## src/rtl/reset_sequencer_if.sv

```systemverilog
// Reset sequencer interface: key and software reset inputs, staggered reset
// outputs and status.
interface reset_sequencer_if #(
  parameter int unsigned NUM_CH = 3
);
  logic              key_n;
  logic              sw_req;
  logic [NUM_CH-1:0] rst_out;
  logic              ready;
  logic              key_db;
  logic [1:0]        reset_cause;

  modport master (
    output key_n, sw_req,
    input  rst_out, ready, key_db, reset_cause
  );

  modport slave (
    input  key_n, sw_req,
    output rst_out, ready, key_db, reset_cause
  );
endinterface

```

## src/rtl/reset_sequencer.sv

```systemverilog
// Power-on/user reset controller: holds NUM_CH reset domains, releases them in
// ascending order, and re-triggers on a debounced key or a software request.
module reset_sequencer #(
  parameter int unsigned NUM_CH          = 3,
  parameter int unsigned HOLD_CYCLES     = 16,
  parameter int unsigned STAGGER_CYCLES  = 4,
  parameter int unsigned DEBOUNCE_CYCLES = 1000,
  parameter int unsigned CNT_W           = 16
) (
  input logic              clk50,
  input logic              reset,
  reset_sequencer_if.slave bus
);

  localparam int unsigned IDX_W = (NUM_CH > 1) ? $clog2(NUM_CH) : 1;

  typedef enum logic [1:0] {ST_ASSERT, ST_RELEASE, ST_RUN} state_t;

  logic              sync1, sync2;
  logic              key_db, key_db_q;
  logic [CNT_W-1:0]  db_cnt;
  logic              key_fall, trig;

  state_t            state, state_n;
  logic [CNT_W-1:0]  cnt, cnt_n;
  logic [IDX_W-1:0]  idx, idx_n;
  logic [NUM_CH-1:0] rst_out, rst_out_n;
  logic              ready, ready_n;
  logic [1:0]        cause, cause_n;

  // Key synchroniser and debounce; key_db flips only after a stable run
  always_ff @(posedge clk50 or posedge reset) begin
    if (reset) begin
      sync1    <= 1'b1;
      sync2    <= 1'b1;
      key_db   <= 1'b1;
      key_db_q <= 1'b1;
      db_cnt   <= '0;
    end else begin
      sync1    <= bus.key_n;
      sync2    <= sync1;
      key_db_q <= key_db;
      if (sync2 != key_db) begin
        if (db_cnt == CNT_W'(DEBOUNCE_CYCLES - 1)) begin
          key_db <= ~key_db;
          db_cnt <= '0;
        end else begin
          db_cnt <= db_cnt + CNT_W'(1);
        end
      end else begin
        db_cnt <= '0;
      end
    end
  end

  assign key_fall = key_db_q & ~key_db;
  assign trig     = key_fall | bus.sw_req | ~key_db;

  // Sequencer state register
  always_ff @(posedge clk50 or posedge reset) begin
    if (reset) begin
      state   <= ST_ASSERT;
      cnt     <= '0;
      idx     <= '0;
      rst_out <= '1;
      ready   <= 1'b0;
      cause   <= 2'b00;
    end else begin
      state   <= state_n;
      cnt     <= cnt_n;
      idx     <= idx_n;
      rst_out <= rst_out_n;
      ready   <= ready_n;
      cause   <= cause_n;
    end
  end

  // Next-state and registered-output logic
  always_comb begin
    state_n   = state;
    cnt_n     = cnt;
    idx_n     = idx;
    rst_out_n = rst_out;
    ready_n   = ready;
    cause_n   = cause;

    // Only edge events record a cause; a held key does not overwrite it
    if (key_fall | bus.sw_req) cause_n = {bus.sw_req, key_fall};

    case (state)
      ST_ASSERT: begin
        rst_out_n = '1;
        ready_n   = 1'b0;
        if (trig) begin
          cnt_n = '0;
        end else if (cnt == CNT_W'(HOLD_CYCLES - 1)) begin
          rst_out_n[0] = 1'b0;
          cnt_n        = '0;
          idx_n        = IDX_W'(1);
          if (NUM_CH == 1) begin
            state_n = ST_RUN;
            ready_n = 1'b1;
          end else begin
            state_n = ST_RELEASE;
          end
        end else begin
          cnt_n = cnt + CNT_W'(1);
        end
      end
      ST_RELEASE: begin
        if (trig) begin
          state_n   = ST_ASSERT;
          rst_out_n = '1;
          ready_n   = 1'b0;
          cnt_n     = '0;
          idx_n     = '0;
        end else if (cnt == CNT_W'(STAGGER_CYCLES - 1)) begin
          for (int unsigned i = 0; i < NUM_CH; i++) begin
            if (idx == IDX_W'(i)) rst_out_n[i] = 1'b0;
          end
          cnt_n = '0;
          if (idx == IDX_W'(NUM_CH - 1)) begin
            state_n = ST_RUN;
            ready_n = 1'b1;
          end else begin
            idx_n = idx + IDX_W'(1);
          end
        end else begin
          cnt_n = cnt + CNT_W'(1);
        end
      end
      ST_RUN: begin
        if (trig) begin
          state_n   = ST_ASSERT;
          rst_out_n = '1;
          ready_n   = 1'b0;
          cnt_n     = '0;
          idx_n     = '0;
        end
      end
      default: begin
        state_n   = ST_ASSERT;
        rst_out_n = '1;
        ready_n   = 1'b0;
        cnt_n     = '0;
        idx_n     = '0;
      end
    endcase
  end

  assign bus.rst_out     = rst_out;
  assign bus.ready       = ready;
  assign bus.key_db      = key_db;
  assign bus.reset_cause = cause;

endmodule

```

## src/flat_wrapper.sv

```systemverilog
// flat-port wrapper written by rule: the top's interface ports become plain ports
module reset_sequencer_flat 
#(
  parameter int unsigned NUM_CH          = 3,
  parameter int unsigned HOLD_CYCLES     = 16,
  parameter int unsigned STAGGER_CYCLES  = 4,
  parameter int unsigned DEBOUNCE_CYCLES = 1000,
  parameter int unsigned CNT_W           = 16
)
  (clk50, reset, bus_key_n, bus_sw_req, bus_rst_out, bus_ready, bus_key_db, bus_reset_cause);
  reset_sequencer_if #(.NUM_CH(NUM_CH)) bus_i ();
  input logic clk50;
  input logic reset;
  input wire logic [$bits(bus_i.key_n)-1:0] bus_key_n;
  input wire logic [$bits(bus_i.sw_req)-1:0] bus_sw_req;
  output wire logic [$bits(bus_i.rst_out)-1:0] bus_rst_out;
  output wire logic [$bits(bus_i.ready)-1:0] bus_ready;
  output wire logic [$bits(bus_i.key_db)-1:0] bus_key_db;
  output wire logic [$bits(bus_i.reset_cause)-1:0] bus_reset_cause;
  assign bus_i.key_n = bus_key_n;
  assign bus_i.sw_req = bus_sw_req;
  assign bus_rst_out = bus_i.rst_out;
  assign bus_ready = bus_i.ready;
  assign bus_key_db = bus_i.key_db;
  assign bus_reset_cause = bus_i.reset_cause;
  reset_sequencer #(.NUM_CH(NUM_CH), .HOLD_CYCLES(HOLD_CYCLES), .STAGGER_CYCLES(STAGGER_CYCLES), .DEBOUNCE_CYCLES(DEBOUNCE_CYCLES), .CNT_W(CNT_W)) u_core (.clk50(clk50), .reset(reset), .bus(bus_i));
endmodule
```

## config.mk

```make
export PLATFORM = sky130hd
export DESIGN_NAME = reset_sequencer_flat
export DESIGN_NICKNAME = d
export VERILOG_FILES = /design/src/rtl/reset_sequencer_if.sv /design/src/rtl/reset_sequencer.sv /design/src/flat_wrapper.sv
export SDC_FILE = /design/constraint.sdc
export NUM_CORES = 1
export LEC_CHECK = 0
export ABC_AREA = 1
export BUFFER_PORTS_ARGS = -buffer_cell sky130_fd_sc_hd__buf_2
export CAP_MARGIN = 20
export CORE_AREA = 2 2 76 78
export DETAILED_ROUTE_END_ITERATION = 8
export DIE_AREA = 0 0 78 80
export GPL_TIMING_DRIVEN = 0
export PLACE_DENSITY = 0.75
export SLEW_MARGIN = 25
export SYNTH_ARGS = -nofsm -noshare
export SYNTH_HDL_FRONTEND = slang
export SYNTH_SLANG_ARGS = --single-unit
```

## constraint.sdc

```tcl
create_clock -name clk50 -period 1.8 [get_ports clk50]
set_input_delay 0 -clock clk50 [delete_from_list [all_inputs] [get_ports clk50]]
set_output_delay 0 -clock clk50 [all_outputs]
set_load 0.1 [all_outputs]
```

**Word-level counts from Yosys, hierarchy flattened**

Cells that the tools add are included.

- Memory bits (read-only): 0
- Input bits: 4
- Memories kept: 0
- Output and inout bits: 7
- Bits in latches: 0
- Memory bits (writable): 0
- Register bits: 46
- Word-level logic and storage cells: 77

- Reduce and logical (&&, ||, !) cells: 8
- Equality and inequality tests: 16
- Order comparisons: 0
- $mul: 0
- Bitwise operators: 4
- Div/mod/pow operators: 0
- Multiplexer cells: 33
- Shift-type cells: 0
- Add/sub/neg operators: 3

Operator list:

| kind | count |
|---|---|
| 2-to-1 mux 16 bit | 7 |
| case mux 16 bit (3 select lines) | 1 |
| adder 16 x 1 -> 16 bit (second input constant) | 2 |
| 2-to-1 mux 2 bit | 9 |
| equality test 16 x 10 -> 1 bit (second input constant) | 1 |
| equality test 16 x 2 -> 1 bit (second input constant) | 1 |
| equality test 16 x 4 -> 1 bit (second input constant) | 1 |
| != test 3 x 1 -> 1 bit (second input constant) | 4 |
| case mux 2 bit (3 select lines) | 2 |
| AND reduction 5 bit | 2 |
| 2-to-1 mux 1 bit | 9 |
| 2-to-1 mux 3 bit | 3 |
| case mux 3 bit (3 select lines) | 1 |
| AND reduction 3 bit | 3 |
| equality test 2 x 1 -> 1 bit (second input constant) | 2 |
| equality test 2 bit (second input constant) | 2 |
| logical NOT 2 bit | 2 |
| != test 2 x 1 -> 1 bit (second input constant) | 2 |
| != test 3 x 2 -> 1 bit (second input constant) | 1 |
| adder 2 x 1 -> 2 bit (second input constant) | 1 |
| != test 2 bit (second input constant) | 1 |
| bitwise OR 1 bit | 2 |
| case mux 1 bit (2 select lines) | 1 |
| AND reduction 2 bit | 1 |
| other kinds (3) | 3 |

**Depth between registers and ports, before layout**

- Word-level depth: 6
- Gate-level depth with buffers: 10
- Gate-level depth less buffers: 10

**Worst setup path after synthesis**

Ideal clock, no wire load.

- Path kind: register -> register
- Start point: reg u_core.key_db (netlist: u_core.bus.key_db)
- End point: reg u_core.idx[0]
- Slack: 0.020 ns
- Arrival time: 1.663 ns
- Stages on the path, launching flop included: 9
- Cell sequence: dfstp_2 > nand2_1 > inv_2 > buf_2 > nand3_1 > nand2_1 > nand3_1 > nand2_1 > nand2_1

- Word-level cells in the longest chain between the ends: 6
- Elaborated cells on any way between the ends: 11

Ends and longest elaborated chain:

| element | RTL line | text |
|---|---|---|
| from (decl) | reset_sequencer.sv:20 | `logic key_db, key_db_q;` |
| from (signal assigned) | reset_sequencer.sv:45 | `key_db <= ~key_db;` |
| NOT 1 bit (*) | reset_sequencer.sv:56, reset_sequencer.sv:57 |  |
| bitwise AND 1 bit | reset_sequencer.sv:56 | `assign key_fall = key_db_q & ~key_db;` |
| bitwise OR 1 bit | reset_sequencer.sv:57 | `assign trig = key_fall \| bus.sw_req \| ~key_db;` |
| bitwise OR 1 bit (*) | reset_sequencer.sv:57 |  |
| != test 3 x 2 -> 1 bit (no line), or another cell as far along | - |  |
| AND reduction 5 bit (no line) / case mux 2 bit (3 select lines) (equally long branches) | - |  |
| to (signal assigned) | reset_sequencer.sv:71 | `idx <= idx_n;` |
| to (decl) | reset_sequencer.sv:26 | `logic [IDX_W-1:0] idx, idx_n;` |

Every way passes the cells marked *; elsewhere a longest branch is shown, timed or not.
A chain may end at the register's enable or synchronous reset.

**Final worst setup path**

- Start point: reg u_core.key_db (netlist: u_core.bus.key_db)
- End point: reg u_core.cnt[8]

- Word-level cells in the longest chain between the ends: 6
- Elaborated cells on any way between the ends: 8

Ends and longest elaborated chain:

| element | RTL line | text |
|---|---|---|
| NOT 1 bit (*) | reset_sequencer.sv:56, reset_sequencer.sv:57 |  |
| bitwise AND 1 bit | reset_sequencer.sv:56 |  |
| bitwise OR 1 bit | reset_sequencer.sv:57 |  |
| bitwise OR 1 bit (*) | reset_sequencer.sv:57 |  |
| 2-to-1 mux 16 bit (on tied branches) | reset_sequencer.sv:111, reset_sequencer.sv:94 |  |
| case mux 16 bit (3 select lines) | reset_sequencer.sv:90 | `case (state)` |
| to (signal assigned) | reset_sequencer.sv:70 | `cnt <= cnt_n;` |
| to (decl) | reset_sequencer.sv:25 | `logic [CNT_W-1:0] cnt, cnt_n;` |

Marks and branches as above.

==> results.md <==
* Via/cell ratio at 5.08
* # DRC at 0
* Grt met2 use at 0.312
* Fill count at 525
* Clock Path Buffers at 2
* Vias at 2291
* Pin count of the biggest net entering global routing at 32
* Status: completed
* Post-Place Cells at 440
* Setup Fix Bufs, Post-CTS at 0
* Die Ht at 80 um
* Reg2reg setup slack at 0.20 ns
* RSZ-0062 raised after global routing: false
* Global-route wire length before repair at 9560 um
* Critical Path Sink Type: flip-flop
* Layout cells sized above 1 at 0.137
* TritonCTS Sinks at 46
* Syn avg cell area at 7.43 um^2
* Setup tns final at 0 ns
* Period minus WS final at 1.60 ns
* Yosys cell types at 32
* Grt total ovfl at 0
* Core area at 5410 um^2
* Final Instance Area at 2940 um^2
* Leak at 0.00140 uW
* Gate count of the mapped netlist at 357
* Initial antenna violation count at 0
* Post-synth top area cell: dfrtp_1
* DP Area at 2810 um^2
* Worst VDD drop at 0.000377 V
* Total GRT Usage at 0.191
* Clk pin slew, worst setup/hold paths at 0.09 ns
* DIE AREA at 6240 um^2
* Cells taking the most area after synthesis: dfrtp_1, nand2_1, dfstp_2
* Final core utilization at 0.543
* Met3 usage at 0.0305
* F_max at 624 MHz
* Worst EP required at 2.04 ns
* Layout overhead on the synthesized area at 10.8%
* Seq cells post-synth at 46
* Netlist Area Pre-Place at 2650 um^2
* FF+latch area at 1160 um^2
* Die Span X at 78 um
* Vias in the first global route at 2212
* PD cells at 597 nW/um^2
* Yosys warning count at 0
* CTS tree: yes
* Detailed Route WL at 5270 um
* Final Instance Count excl. Fillers at 451
* Worst Reg-to-Reg Cells at 7
* Antenna viol nets, final at 0
* Max Cap Viol at 0
* Root buffer selected by CTS: clkbuf_8
* Cell Rows at 27
* Starting density of the core at 0.491
* Port Buffers at 10
* Reg2reg end: u_core.cnt[8]
* Skew final at 0.00627 ns
* WL/cell at 11.7 um
* Pre-antenna DRT Iters at 4
* Largest fanout on the critical path at 10
* Fin nets at 387
* Synth async-reset ratio at 1.00
* Count of final setup violators at 0
* Crit path DAT at 1.84 ns
* CTS Buf Count at 5
* Pins Over Slew Limit at 0
* CP Class: flip-flop to flip-flop
* Number of enable flip-flop cells after synthesis at 0
* Startpoint types: flip-flop
* Slew HR at 0.674
* H-tree Lvls at 2
* Hpwl dp at 3910 um
* Clk Latency, worst-skew pair at 0.30 ns
* Synth top area share at 0.368
* Fin. Hold Viols at 0
* N_diodes at 0
* Crit share post-route at 0.891
* R2r startpoint: u_core.bus.key_db
* Commonest register cell after synthesis: dfrtp_1
* I/O pin cnt at 11
* GP Congestion at 0.915
* DR iter-0 viols at 109
* Synthesized Nets at 366
* Min-Delay Path Class: input pin to async pin
* Seq/Total Area, Yosys at 0.437
* Met1 GRT Util at 0.254
* GRT busiest layer: met2
* Multi-input logic area at 1280 um^2
* Actual slew at the worst max-slew pin at 0.492 ns
[report_power, final]
part / leakage [uW] / switching [uW] / internal [uW] / total [uW]
Clock: 0.0000472 / 346 / 309 / 655
Sequential: 0.000605 / 4.83 / 1040 / 1050
Combinational: 0.000746 / 34.1 / 16.9 / 51.0
Total: 0.00140 / 385 / 1370 / 1750
[placed cells by master (no fill, tap or decap), types with 2 or more instances in the layout]
cell           count
dfrtp_1           39
o21ai_1            3
inv_2              5
clkbuf_8           6
xor2_1             8
nand2_2            3
ha_1               5
dfstp_2            7
nand3_1           34
nor3_1             9
nand2_1          105
nor3b_1            2
nor2_1            43
inv_1             43
nand4_1           14
buf_2             13
nor2_2             7
dlygate4sd3_1      3
o21ai_0            4
nor3_2             3
a21oi_1            5
o32ai_1            2
nor2_4             2
[area by class of cell]
class	instances	area share
well taps	72	0.0307
flip-flops and latches	46	0.395
plain buffers	4	0.00895
clock buffers	6	0.0281
multi-input cells	259	0.438
inverters	48	0.0614
repair buffers	14	0.0341
clock inverters	2	0.00426
[kinds of logic after synthesis]
| logic type | count (synthesis) | share of synthesized area |
|---|---|---|
| AND/OR/NAND/NOR | 226 | 0.388 |
| AO/OA/AOI/OAI | 19 | 0.0429 |
| buffers and inverters | 52 | 0.0779 |
| flip-flops | 46 | 0.437 |
| XOR/XNOR | 9 | 0.0297 |
| adder cells (fa/ha/maj) | 5 | 0.0236 |
[flip-flops by register name (all words and copies together), names as in the netlist]
name,flops
u_core.db_cnt,16
u_core.cnt,16
u_core.key_db_q,1
u_core.bus.ready,1
u_core.sync2,1
u_core.bus.key_db,1
u_core.bus.reset_cause,2
u_core.sync1,1
u_core.state,2
u_core.bus.rst_out,3
u_core.idx,2
[repair_timing]
action / in CTS / in global routing
hold buffers: 3 / 0
endpoints found under the hold margin: 36 / 0
resized for setup: 0 / 0
[Yosys cell counts (all sizes together) (2+ instances only)]
cell and instances:
nand2 108, nor2 52, inv 48, dfrtp 39, nand3 36, nand4 14
nor3 12, xor2 8, dfstp 7, o21ai 7, a21oi 5, ha 5
buf 4, nor3b 2, o32ai 2
[metrics by stage]
stage               total power [uW]  worst slack, ns  hold WS, ns
floorplan                       1100           0.0195      0.00448
global placement                1110            0.125        0.106
detailed placement              1120            0.234     -0.00659
CTS                             1780            0.201        0.209
global route                    1830           0.0357        0.239
finish                          1750            0.197        0.218
[critical path, cell delays in order (launching register included)]
cell	delay, ns
dfstp_2	0.59
nand2_1	0.10
inv_2	0.08
nand2_1	0.11
nor2_2	0.22
buf_2	0.28
nand2_1	0.07
nand3_1	0.08
[worst max path at each step]
| stage | slack (ns) | to | from |
|---|---|---|---|
| after global placement | 0.13 | u_core.cnt[9] | reset |
| after CTS | 0.20 | u_core.cnt[8] | u_core.bus.key_db |
| after detailed placement | 0.23 | u_core.cnt[8] | u_core.bus.key_db |
| after floorplan | 0.02 | u_core.idx[0] | u_core.bus.key_db |
| after global routing | 0.04 | u_core.cnt[2] | u_core.bus.key_db |
| final | 0.20 | u_core.cnt[8] | u_core.bus.key_db |
[layer usage]
metal  wire length, um  part of all wire
met5                 0                 0
met4                70             0.013
met3               147             0.028
met2              2430              0.46
met1              2620              0.50
Note: power is estimated with default switching activity, not from simulation.
